==> src/rtl/asend_arb.sv <==
// asend_arb: round-robin arbiter that shares one asend/aack send channel
// among N requesters. It grants one requester, latches its data onto adata
// and pulses asend. It then holds the channel until aack arrives, and
// finally pulses done back to the owner.
module asend_arb #(
  parameter int N  = 4,
  parameter int DW = 8,
  parameter int CW = 16
) (
  input  logic            aclk,
  input  logic            arst_n,
  input  logic [N-1:0]    req,
  input  logic [N*DW-1:0] req_data,
  output logic [N-1:0]    gnt,
  output logic [N-1:0]    done,
  input  logic            aready,
  output logic            asend,
  output logic [DW-1:0]   adata,
  input  logic            aack,
  output logic            busy,
  output logic [CW-1:0]   xfer_cnt
);

  localparam int PW = (N > 1) ? $clog2(N) : 1;

  typedef enum logic [1:0] {IDLE, SEND, WAIT} state_t;

  state_t        state;
  logic [PW-1:0] ptr;
  logic [PW-1:0] owner;
  logic [PW-1:0] win;
  logic [PW-1:0] win_next;
  logic          found;
  logic [PW:0]   sum;
  logic [PW-1:0] idx;

  // Pick the first asserted request, starting at ptr and wrapping modulo N
  always_comb begin
    found = 1'b0;
    win   = '0;
    sum   = '0;
    idx   = '0;
    for (int k = 0; k < N; k++) begin
      sum = {1'b0, ptr} + (PW+1)'(k);
      if (sum >= (PW+1)'(N))
        sum = sum - (PW+1)'(N);
      idx = sum[PW-1:0];
      if (!found && req[idx]) begin
        found = 1'b1;
        win   = idx;
      end
    end
  end

  // Pointer position just after the winner, wrapping modulo N
  always_comb begin
    if (win == PW'(N-1))
      win_next = '0;
    else
      win_next = win + PW'(1);
  end

  // Channel sequencer: grant and send, then wait for the acknowledge and report completion
  always_ff @(posedge aclk or negedge arst_n) begin
    if (!arst_n) begin
      state    <= IDLE;
      ptr      <= '0;
      owner    <= '0;
      gnt      <= '0;
      done     <= '0;
      asend    <= 1'b0;
      adata    <= '0;
      busy     <= 1'b0;
      xfer_cnt <= '0;
    end else begin
      gnt   <= '0;
      done  <= '0;
      asend <= 1'b0;
      case (state)
        IDLE: begin
          if (aready && found) begin
            adata      <= req_data[win*DW +: DW];
            owner      <= win;
            ptr        <= win_next;
            gnt[win]   <= 1'b1;
            asend      <= 1'b1;
            busy       <= 1'b1;
            state      <= SEND;
          end
        end
        SEND: begin
          state <= WAIT;
        end
        WAIT: begin
          if (aack) begin
            done[owner] <= 1'b1;
            xfer_cnt    <= xfer_cnt + CW'(1);
            busy        <= 1'b0;
            state       <= IDLE;
          end
        end
        default: begin
          busy  <= 1'b0;
          state <= IDLE;
        end
      endcase
    end
  end

endmodule

==> config.mk <==
export PLATFORM = sky130hd
export DESIGN_NAME = asend_arb
export DESIGN_NICKNAME = d
export VERILOG_FILES = /design/src/rtl/asend_arb.sv
export SDC_FILE = /design/constraint.sdc
export NUM_CORES = 1
export LEC_CHECK = 0
export BUFFER_PORTS_ARGS = -buffer_cell sky130_fd_sc_hd__buf_2
export CORE_MARGIN = 2
export CORE_UTILIZATION = 49
export CTS_CLUSTER_DIAMETER = 200
export DETAILED_ROUTE_END_ITERATION = 6
export GPL_TIMING_DRIVEN = 0
export PLACE_DENSITY = 0.87
export SLEW_MARGIN = 30
export SYNTH_ARGS = -nofsm -noshare
export SYNTH_HDL_FRONTEND = slang
export SYNTH_SLANG_ARGS = --single-unit
==> constraint.sdc <==
create_clock -name aclk -period 2.4 [get_ports aclk]
set_input_delay 0.24 -clock aclk [delete_from_list [all_inputs] [get_ports aclk]]
set_output_delay 0.24 -clock aclk [all_outputs]
set_load 0.05 [all_outputs]
==> implementation parameters <==
Parameter                              Value

Route
  Met2 WL    2.06 mm
  Highest routed layer    met4
  Met1 WL    1.71 mm
  Routed WL    4.09 mm
  Routed wire per std cell    13.4 um
  Count of unresolved DRC violations after routing    0
  Via count normalized by instance count    5.26
  Total number of vias    1598
  Violation count after the first detailed-routing iteration    61
  Iteration count of the initial detailed-routing pass    4
  Final ANT Viol Nets    0
  Detailed-routed wire length on met3    252 um

Final layout
  Fill cell instance count of the final layout    333
  Area added between synthesis and finish    27.7%
  Layout Cells excl Fill    304
  Share of post-route cells with drive strength above 1    0.398
  Antenna fix cells    0
  Final Net Count    296

Clocking
  TritonCTS clock tree    done
  Number of buffers added by the clock tree synthesis step    5
  Maximum buffer depth of the clock tree    2
  Total number of clock tree sinks    40
  H-tree depth    2
  Clock transition at the register clock pins on the worst setup and hold paths after CTS    0.08 ns
  Source-to-sink clock delay at the later pin of the worst-skew pair    0.30 ns
  Clock root buffer    clkbuf_8

STA
  Post-layout minimum cycle time    1.96 ns
  Setup repair after global routing missed its margin    false
  Headroom to the max-slew limit    0.605
  Final setup violating endpoints    0
  Post-Route Setup TNS    0 ns
  Final hold slack    0.244 ns
  Layout Skew    0.00978 ns
  Portion of the clock cycle consumed by the worst path in the final layout    0.818
  Final Hold Fails    0
  Slew of the pin with the lowest slew margin    0.590 ns
  Achievable clock frequency    509 MHz
  Smallest setup slack after layout    0.436 ns
  Count of final max-slew check failures    0

Critical path
  Reg-to-reg endpoint    adata[4]$_DFFE_PN0P_
  Register-to-register setup slack    0.44 ns
  Required time of the critical path    2.54 ns
  Crit path launch type    register
  Depth of the most critical reg-to-reg path    6
  CP Class    reg2reg
  Startpoint of the worst register-to-register path    ptr[1]$_DFFE_PN0P_
  Max FO, Critical Path    10
  Critical path data arrival time    2.11 ns
  Critical Path End Type    register

Min path
  Endpoint, Worst Hold    busy$_DFFE_PN0P_
  Worst Min Path Start    aack
  Hold path cells    4
  Worst min-delay path category    in2reg

Yosys
  Register bit total from synthesis    40
  Post-synthesis share of cell area spent on xor and xnor gates    0.0660
  Largest family of logic cells by synthesized area    compound AO/OA/AOI/OAI gates
  Most instantiated library cell after synthesis    dfrtp_1
  Cell count after synthesis    172
  Simple-gate area share of the yosys netlist    0.143
  Yosys warnings    0
  Leading area contributor after synthesis    dfrtp_1
  Share of synthesized registers carrying an async set or reset    1.00
  Multiplexer area fraction after synthesis    0.0566
  Number of synthesized flops with an enable pin    0
  Adder and majority cell fraction of the synthesized area    0.0189
  Synthesized area per cell    11.6 um2
  Count of cell types in the netlist    38
  Sequential element share of the synthesized area    0.503
  Synthesized area    1990 um2
  Share of the synthesized area in compound gates (AO/OA/AOI/OAI)    0.165
  Prevailing post-synth register cell    dfrtp_1
  Area contributors post-synth    dfrtp_1 (50%), a2111oi_2 (5.3%), xnor2_1 (4.8%)
  Ranking of synthesized cells by instance count    dfrtp_1 (40), nor2_1 (16), nand2_1 (15)
  Top-area cell type share of the netlist area    0.503
  Net Count, Synth    215

Global routing
  Vias in the first global route    1486
  Antenna violations before repair    0
  Maximum number of pins on one net before global-route repair    41
  First-pass GRT wire length    6.53 mm
  Grt ovf    0
  Tot GR Track Use    0.196

Placement
  Total placed cells including tap cells    295
  Routability-driven placement congestion ratio    0.775
  DP HPWL    3.13 mm
  Port-buffer cells    73
  Worst slack at placement    0.447 ns

Floorplan
  Placeable core region    3940 um2
  Vert. Die Dim    67.7 um
  Initial cell density of the core    0.505
  IO Pins    74
  Horiz. Die Dim    67.7 um
  # rows    23
  Floorplan die area    4590 um2

Run
  # Max-Cap Violations    0

Power
  Static Leak    1.29 nW
  Power density relative to cell area    1110 nW/um2
  Peak VDD IR    0.510 mV

Run status
  Status    finished clean
-- cells in the final DEF (no fill, tap or decap), types with 3 or more instances in the layout --
cell type / n
a21boi_0: 8
a2111oi_2: 7
clkbuf_8: 5
inv_1: 4
mux2i_1: 9
nor2_1: 16
buf_2: 74
nand2_1: 15
nand3_1: 5
and2_1: 4
a21oi_1: 4
xnor2_1: 11
ha_1: 3
xor2_1: 4
and3_1: 4
nor3_1: 3
a211oi_1: 8
dfrtp_1: 40
-- power by group --
group | internal (mW) | switching, mW
clock network | 0.308 | 0.241
logic | 0.390 | 0.887
registers | 0.846 | 0.141
-- per-stage QoR --
step | util | power, mW | area, um2
2_1_floorplan | - | 1.97 | 1990
3_3_place_gp | 0.613 | 2.25 | 2420
3_5_place_dp | 0.613 | 2.29 | 2420
4_1_cts | 0.641 | 2.84 | 2530
5_1_grt | 0.645 | 2.98 | 2540
6_report | 0.645 | 2.81 | 2540
-- cells by family after synthesis --
| family | count (synthesis) |
|---|---|
| xor gates and xnor gates | 15 |
| and+or+nand+nor | 57 |
| AOI/OAI and AO/OA | 36 |
| buffers and inverters | 10 |
| DFF | 40 |
| adders and majority gates | 3 |
| muxes | 11 |
-- worst max path at each step --
stage	cells past startpoint	startpoint	end
floorplan	6	ptr[1]$_DFFE_PN0P_	adata[0]$_DFFE_PN0P_
global placement	6	ptr[1]$_DFFE_PN0P_	adata[6]$_DFFE_PN0P_
detailed placement	6	ptr[1]$_DFFE_PN0P_	adata[4]$_DFFE_PN0P_
CTS	6	ptr[1]$_DFFE_PN0P_	adata[4]$_DFFE_PN0P_
global route	6	ptr[1]$_DFFE_PN0P_	adata[6]$_DFFE_PN0P_
finish	6	ptr[1]$_DFFE_PN0P_	adata[4]$_DFFE_PN0P_
-- per-layer routing --
metal / track usage / up-vias
met2: 0.348 / 56
met5: 0 / -
li1: - / 773
met3: 0.0550 / 5
met4: 0.0765 / 0
met1: 0.222 / 764
-- flip-flops by register name, summed over array words and instances, names as in the netlist, 2 cells and up --
signal	count
done	4
state	2
adata	8
xfer_cnt	16
gnt	4
ptr	2
owner	2
-- what timing repair did --
action / CTS / global route
endpoints found under the hold margin: 0 / 40
setup buffers: 0 / 0
endpoints found under the setup margin: 0 / 0
hold buffers: 0 / 1
resized for setup: 0 / 0
-- cell type report --
class	instances	area, um2	share of cell area
Buffer	5	48.8	0.0192
Clock buffer	5	68.8	0.0271
Clock inverter	3	42.5	0.0167
Inverter	5	45.0	0.0177
Multi-Input combinational cell	122	895	0.352
Sequential cell	40	1000	0.394
Tap cell	50	62.6	0.0246
Timing Repair Buffer	74	378	0.149
-- critical path, stage by stage, from the launching register on --
cell and delay [ns]:
dfrtp_1 0.45, or2b_1 0.26, a21o_2 0.27, and2_4 0.18, buf_12 0.15, a2111oi_2 0.38, a211oi_1 0.10
(Power assumes the default switching activity.)
